## src/rtl/btn_pkg.sv

```systemverilog
// rtl/btn_pkg.sv - shared types and timing constants for the button conditioner
package btn_pkg;

    typedef enum logic [1:0] {
        IDLE   = 2'd0,
        DELAY  = 2'd1,
        REPEAT = 2'd2
    } rpt_state_t;

    // 50 MHz board timing
    localparam int DEF_DEBOUNCE_CYCLES = 500000;
    localparam int DEF_REPEAT_DELAY    = 25000000;
    localparam int DEF_REPEAT_PERIOD   = 10000000;

    // Shortened timing for simulation
    localparam int SIM_DEBOUNCE_CYCLES = 4;
    localparam int SIM_REPEAT_DELAY    = 10;
    localparam int SIM_REPEAT_PERIOD   = 5;

endpackage

```

## src/rtl/btn_debounce.sv

```systemverilog
// rtl/btn_debounce.sv - two-flop synchroniser, debounce counter and stable level
module btn_debounce
    import btn_pkg::*;
#(
    parameter int DEBOUNCE_CYCLES = DEF_DEBOUNCE_CYCLES
) (
    input  logic clk,
    input  logic reset_n,
    input  logic i_raw,
    output logic o_level,
    output logic o_toggle
);

    localparam int CNT_W = $clog2(DEBOUNCE_CYCLES + 1);

    logic [1:0]       r_sync;
    logic             r_stable;
    logic [CNT_W-1:0] r_cnt;
    logic             w_differs;

    assign w_differs = (r_sync[1] != r_stable);
    // The toggle is visible combinationally so the press pulse can be
    // registered downstream on the same edge the level changes.
    assign o_toggle  = w_differs && (r_cnt == CNT_W'(DEBOUNCE_CYCLES));
    assign o_level   = r_stable;

    // Synchronise the raw input and flip the stable level once it has disagreed long enough
    always_ff @(posedge clk or negedge reset_n) begin
        if (!reset_n) begin
            r_sync   <= 2'b00;
            r_stable <= 1'b0;
            r_cnt    <= '0;
        end else begin
            r_sync <= {r_sync[0], i_raw};
            if (!w_differs) begin
                r_cnt <= '0;
            end else if (o_toggle) begin
                r_stable <= ~r_stable;
                r_cnt    <= '0;
            end else begin
                r_cnt <= r_cnt + 1'b1;
            end
        end
    end

endmodule

```

## src/rtl/button_conditioner.sv

```systemverilog
// rtl/button_conditioner.sv - debounced, auto-repeating, arbitrated button pulses
module button_conditioner
    import btn_pkg::*;
#(
    parameter int DEBOUNCE_CYCLES = DEF_DEBOUNCE_CYCLES,
    parameter int REPEAT_DELAY    = DEF_REPEAT_DELAY,
    parameter int REPEAT_PERIOD   = DEF_REPEAT_PERIOD,
    parameter int REPEAT_EN       = 1
) (
    input  logic clk,
    input  logic reset_n,
    input  logic btn_plus_raw,
    input  logic btn_minus_raw,
    input  logic btn_clear_raw,
    output logic plus_pulse,
    output logic minus_pulse,
    output logic clear_pulse,
    output logic plus_level,
    output logic minus_level,
    output logic clear_level
);

    localparam int   RPT_MAX = (REPEAT_DELAY > REPEAT_PERIOD) ? REPEAT_DELAY : REPEAT_PERIOD;
    localparam int   RPT_W   = $clog2(RPT_MAX + 1);
    localparam logic RPT_ON  = (REPEAT_EN != 0);

    logic w_plus_tgl, w_minus_tgl, w_clear_tgl;
    logic w_plus_rise, w_plus_fall, w_minus_rise, w_minus_fall, w_clear_rise;
    logic w_plus_fire, w_minus_fire;

    rpt_state_t       r_plus_state, r_minus_state;
    logic [RPT_W-1:0] r_plus_cnt, r_minus_cnt;
    logic             r_plus_pulse, r_minus_pulse, r_clear_pulse;

    btn_debounce #(.DEBOUNCE_CYCLES(DEBOUNCE_CYCLES)) u_plus (
        .clk(clk), .reset_n(reset_n), .i_raw(btn_plus_raw),
        .o_level(plus_level), .o_toggle(w_plus_tgl)
    );

    btn_debounce #(.DEBOUNCE_CYCLES(DEBOUNCE_CYCLES)) u_minus (
        .clk(clk), .reset_n(reset_n), .i_raw(btn_minus_raw),
        .o_level(minus_level), .o_toggle(w_minus_tgl)
    );

    btn_debounce #(.DEBOUNCE_CYCLES(DEBOUNCE_CYCLES)) u_clear (
        .clk(clk), .reset_n(reset_n), .i_raw(btn_clear_raw),
        .o_level(clear_level), .o_toggle(w_clear_tgl)
    );

    assign w_plus_rise  = w_plus_tgl  & ~plus_level;
    assign w_plus_fall  = w_plus_tgl  &  plus_level;
    assign w_minus_rise = w_minus_tgl & ~minus_level;
    assign w_minus_fall = w_minus_tgl &  minus_level;
    assign w_clear_rise = w_clear_tgl & ~clear_level;

    // Press or timer expiry requests a pulse; a release on the same edge cancels it
    always_comb begin
        w_plus_fire  = w_plus_rise |
                       (RPT_ON && !w_plus_fall && (r_plus_state != IDLE) && (r_plus_cnt == '0));
        w_minus_fire = w_minus_rise |
                       (RPT_ON && !w_minus_fall && (r_minus_state != IDLE) && (r_minus_cnt == '0));
    end

    // Plus auto-repeat FSM: initial delay, then fixed period, until release
    always_ff @(posedge clk or negedge reset_n) begin
        if (!reset_n) begin
            r_plus_state <= IDLE;
            r_plus_cnt   <= '0;
        end else if (w_plus_fall) begin
            r_plus_state <= IDLE;
            r_plus_cnt   <= '0;
        end else begin
            case (r_plus_state)
                IDLE: if (w_plus_rise && RPT_ON) begin
                    r_plus_state <= DELAY;
                    r_plus_cnt   <= RPT_W'(REPEAT_DELAY - 1);
                end
                DELAY, REPEAT: if (r_plus_cnt == '0) begin
                    r_plus_state <= REPEAT;
                    r_plus_cnt   <= RPT_W'(REPEAT_PERIOD - 1);
                end else begin
                    r_plus_cnt <= r_plus_cnt - 1'b1;
                end
                default: r_plus_state <= IDLE;
            endcase
        end
    end

    // Minus auto-repeat FSM: identical timing to plus
    always_ff @(posedge clk or negedge reset_n) begin
        if (!reset_n) begin
            r_minus_state <= IDLE;
            r_minus_cnt   <= '0;
        end else if (w_minus_fall) begin
            r_minus_state <= IDLE;
            r_minus_cnt   <= '0;
        end else begin
            case (r_minus_state)
                IDLE: if (w_minus_rise && RPT_ON) begin
                    r_minus_state <= DELAY;
                    r_minus_cnt   <= RPT_W'(REPEAT_DELAY - 1);
                end
                DELAY, REPEAT: if (r_minus_cnt == '0) begin
                    r_minus_state <= REPEAT;
                    r_minus_cnt   <= RPT_W'(REPEAT_PERIOD - 1);
                end else begin
                    r_minus_cnt <= r_minus_cnt - 1'b1;
                end
                default: r_minus_state <= IDLE;
            endcase
        end
    end

    // One pulse per cycle: clear beats plus beats minus; losers are dropped
    always_ff @(posedge clk or negedge reset_n) begin
        if (!reset_n) begin
            r_clear_pulse <= 1'b0;
            r_plus_pulse  <= 1'b0;
            r_minus_pulse <= 1'b0;
        end else begin
            r_clear_pulse <= w_clear_rise;
            r_plus_pulse  <= w_plus_fire & ~w_clear_rise;
            r_minus_pulse <= w_minus_fire & ~w_clear_rise & ~w_plus_fire;
        end
    end

    assign plus_pulse  = r_plus_pulse;
    assign minus_pulse = r_minus_pulse;
    assign clear_pulse = r_clear_pulse;

endmodule

```

## config.mk

```make
export PLATFORM = sky130hd
export DESIGN_NAME = button_conditioner
export DESIGN_NICKNAME = d
export VERILOG_FILES = /design/src/rtl/btn_pkg.sv /design/src/rtl/btn_debounce.sv /design/src/rtl/button_conditioner.sv
export SDC_FILE = /design/constraint.sdc
export NUM_CORES = 1
export LEC_CHECK = 0
export ABC_AREA = 1
export ABC_CLOCK_PERIOD_IN_PS = 1900
export BUFFER_PORTS_ARGS = -buffer_cell sky130_fd_sc_hd__buf_4
export CORE_ASPECT_RATIO = 1.1
export CORE_MARGIN = 10
export CORE_UTILIZATION = 40
export DETAILED_ROUTE_END_ITERATION = 10
export PLACE_DENSITY_LB_ADDON = 0.08
export SYNTH_ARGS = -nofsm -noshare
export SYNTH_HDL_FRONTEND = slang
export SYNTH_HIERARCHICAL = 1
export SYNTH_SLANG_ARGS = --single-unit
```

## constraint.sdc

```tcl
create_clock -name clk -period 1.9 [get_ports clk]
set_clock_uncertainty 0.2 [all_clocks]
set_input_delay 0.19 -clock clk [delete_from_list [all_inputs] [get_ports clk]]
set_output_delay 0.19 -clock clk [all_outputs]
set_load 0.005 [all_outputs]
```

==> results.toml <==
[synthesis]
seq_area_frac_synth = 0.398
synth_seq_cells = 123
synth_area_per_cell_um2 = 7.11
ys_warn_count = 6
syn_nets = 1102
synth_area_um2 = 7730
netlist_instances = 1087
yosys.cell_types.count = 36

[run_status]
violations = "setup timing"
run_status = "finished with violations"

[grt]
grt_max_degree = 38
grt_pass1_wl_um = 34600
grt_pass1_vias = 7455
grt_overflow_total = 0
grt_antenna_before_repair = 0
gr-usage-all-layers = 0.162

[detailed_routing]
route.antenna.remaining_nets = 0
first_pass_iters = 5
totalWireLength_um = 20100
vias_per_cell = 4.70
drt_iter0_drc = 338
drc = 0
wl_per_cell_um = 13.1
num_vias = 7241

[layout]
diodes = 0
layout_common_cells = "235 x nand2_1, 196 x nor2_1, 158 x buf_4, 134 x inv_1, 123 x dfrtp_1"
drive_above_1_share = 0.297
syn2layout_area_growth_pct = 37.0
final_common_cell = "nand2_1"
stdcell_count = 1541
nets = 1296

[die]
core_um2 = 19000
fp-row-count = 53
die_area_um2 = 25300
io_pins = 11
die_y_um = 166
initial_core_util = 0.406
chipWidth_um = 153

[power_and_ir_drop]
ir_drop_mv = 0.617
leakage_uw = 0.00554
power.total_uw = 6570
power_density_nw_per_um2 = 620

[clock_tree]
cts.clk_slew.worst_paths_ns = 0.07
cts-root-buf = "clkbuf_16"
cts_tree = "done"
cts_max_path_buffers = 2
cts-htree-levels = 4
cts_made_buffers = 17
insertion_delay_ns = 0.42
cts.sinks = 123

[worst_setup_path]
cp-end-kind = "flip-flop"
cp_slowest_cell = "dfrtp_1"
cp.arrival_ns = 2.20
critical-path-max-stage-delay_ns = 0.39
worstSetupPathType = "reg2reg"
path_common_cell = "inv_2"
cp_cell_sequence = "inv_2 -> ha_4 -> nand2_2 -> inv_2 -> nand2_2 -> nor2_2 -> nand3_2 -> inv_2 -> or2_4 -> nand2_8 -> nand2_8 -> clkinv_8 -> nor2_4 -> xor2_1 -> nor2_1"
crit_required_ns = 2.01
cp_max_fo = 7
critPathLaunchType = "flip-flop"

[sta]
fin_crit_sh = 1.10
clock.fmax_mhz = 478
period_needed_ns = 2.09
rsz0062_at_grt = "true"
tightest_slew_ns = 0.376
finalSetupViolCount = 45
slew_headroom = 0.749
slew_violations = 0
hold_violations = 0
setup_slack_ns = -0.191

[place]
finalWeightedCongestion = 0.850
io_buffers = 10
hpwl_um = 15100
dp.cells = 1475

[hold_path]
hold_path.class = "in2async"

[run]
max_cap_viol_count = 0
==> cell families (layout without fill, tap and decap cells) <==
| group | Yosys count | in the layout | share of synthesized area |
|---|---|---|---|
| AO/OA/AOI/OAI | 78 | 78 | 0.0589 |
| XOR/XNOR | 49 | 49 | 0.0555 |
| adder cells (fa/ha/maj) | 10 | 10 | 0.0162 |
| buffers and inverters | 167 | 373 | 0.0849 |
| flip-flops | 123 | 123 | 0.398 |
| AND/OR/NAND/NOR | 660 | 661 | 0.387 |
==> metrics by stage <==
step | TNS [ns] | setup slack [ns] | utilization | instance area [um^2] | hold WS [ns]
final | -4.65 | -0.191 | 0.557 | 10600 | 0.0309
after global routing | -10.39 | -0.304 | 0.557 | 10600 | 0.0758
after CTS | -4.51 | -0.162 | 0.535 | 10200 | 0.0433
after detailed placement | -6.66 | -0.235 | 0.482 | 9180 | -0.0693
after global placement | -4.65 | -0.182 | 0.482 | 9180 | -0.0678
after floorplan | -2.13 | -0.113 | - | 7800 | -0.306
==> state kept, by name (all words and copies together) (netlist names) <==
register and cells:
r_plus_state 2, u_plus/o_level 1, u_clear/r_sync 2, u_minus/o_level 1
u_minus/r_cnt 19, u_clear/o_level 1, u_plus/r_cnt 19, plus_pulse 1
r_minus_state 2, r_plus_cnt 25, u_minus/r_sync 2, u_clear/r_cnt 19
clear_pulse 1, minus_pulse 1, r_minus_cnt 25, u_plus/r_sync 2
==> synthesized netlist by cell type, drive strengths merged <==
| cell | count | share of area |
|---|---|---|
| nand3 | 81 | 0.057 |
| a22o | 1 | 0.0011 |
| dfrtp | 123 | 0.40 |
| a21oi | 6 | 0.0039 |
| and2 | 1 | 0.00081 |
| or2 | 4 | 0.0036 |
| nand3b | 2 | 0.0019 |
| o211ai | 4 | 0.0039 |
| nor3b | 2 | 0.0019 |
| ha | 10 | 0.016 |
| nand2 | 290 | 0.15 |
| buf | 7 | 0.0073 |
| a211oi | 3 | 0.0029 |
| nor3 | 13 | 0.0097 |
| o21ai | 46 | 0.030 |
| nor2 | 249 | 0.14 |
| nand4 | 18 | 0.015 |
| xor2 | 41 | 0.046 |
| inv | 160 | 0.078 |
| xnor2 | 8 | 0.0091 |
| o22ai | 4 | 0.0032 |
| o21bai | 14 | 0.014 |
==> path summary, 6_finish.rpt <==
check	from	to	slack, ns	depth (start not counted)
max	u_minus/r_cnt[0]$_DFF_PN0_	r_minus_cnt[7]$_DFFE_PN0P_	-0.19	15
min	reset_n	u_plus/r_cnt[10]$_DFF_PN0_	0.03	2
max reg2reg	u_minus/r_cnt[0]$_DFF_PN0_	r_minus_cnt[7]$_DFFE_PN0P_	-0.19	15
min reg2reg	u_clear/r_sync[0]$_DFF_PN0_	u_clear/r_sync[1]$_DFF_PN0_	0.15	0
max in group asynchronous	reset_n	r_minus_cnt[19]$_DFFE_PN0P_	0.92	3
min in group clk	u_clear/r_sync[0]$_DFF_PN0_	u_clear/r_sync[1]$_DFF_PN0_	0.15	0
==> layout make-up <==
cell class                      count  area, um^2
Fill cell                        1783        8440
Multi-Input combinational cell    798        4420
Sequential cell                   123        3080
Timing Repair Buffer              181        1500
Inverter                          160         628
Clock buffer                       19         453
Tap cell                          247         309
Clock inverter                     13         211
==> what timing repair did <==
action,4_1_cts,5_1_grt
endpoints found under the hold margin,126,0
pin swaps,25,34
resized for setup,56,83
setup endpoints to repair,54,68
hold buffers,4,0
gates cloned,1,0
buffers inserted,14,19
==> worst max-delay path, delay by kind of cell, from the launching register on <==
| kind | cells | cell delay (ns) |
|---|---|---|
| xor gates and xnor gates | 1 | 0.15 |
| adders and majority gates | 1 | 0.14 |
| buffers and inverters | 4 | 0.31 |
| DFF | 1 | 0.39 |
| and+or+nand+nor | 9 | 0.79 |
==> layer usage <==
metal  wire [um]  vias up  global-route usage
met3         459       30              0.0285
met4         393        0              0.0610
li1            -     3780                   -
met5           0        -                   0
met1        8950     3351               0.190
met2       10300       80               0.289
==> where the power goes <==
part	internal, uW	switching [uW]
combinational	98.7	137
clock	2410	1270
sequential	2640	11.8
total	5150	1420
Power figures use the tool's default switching activity.
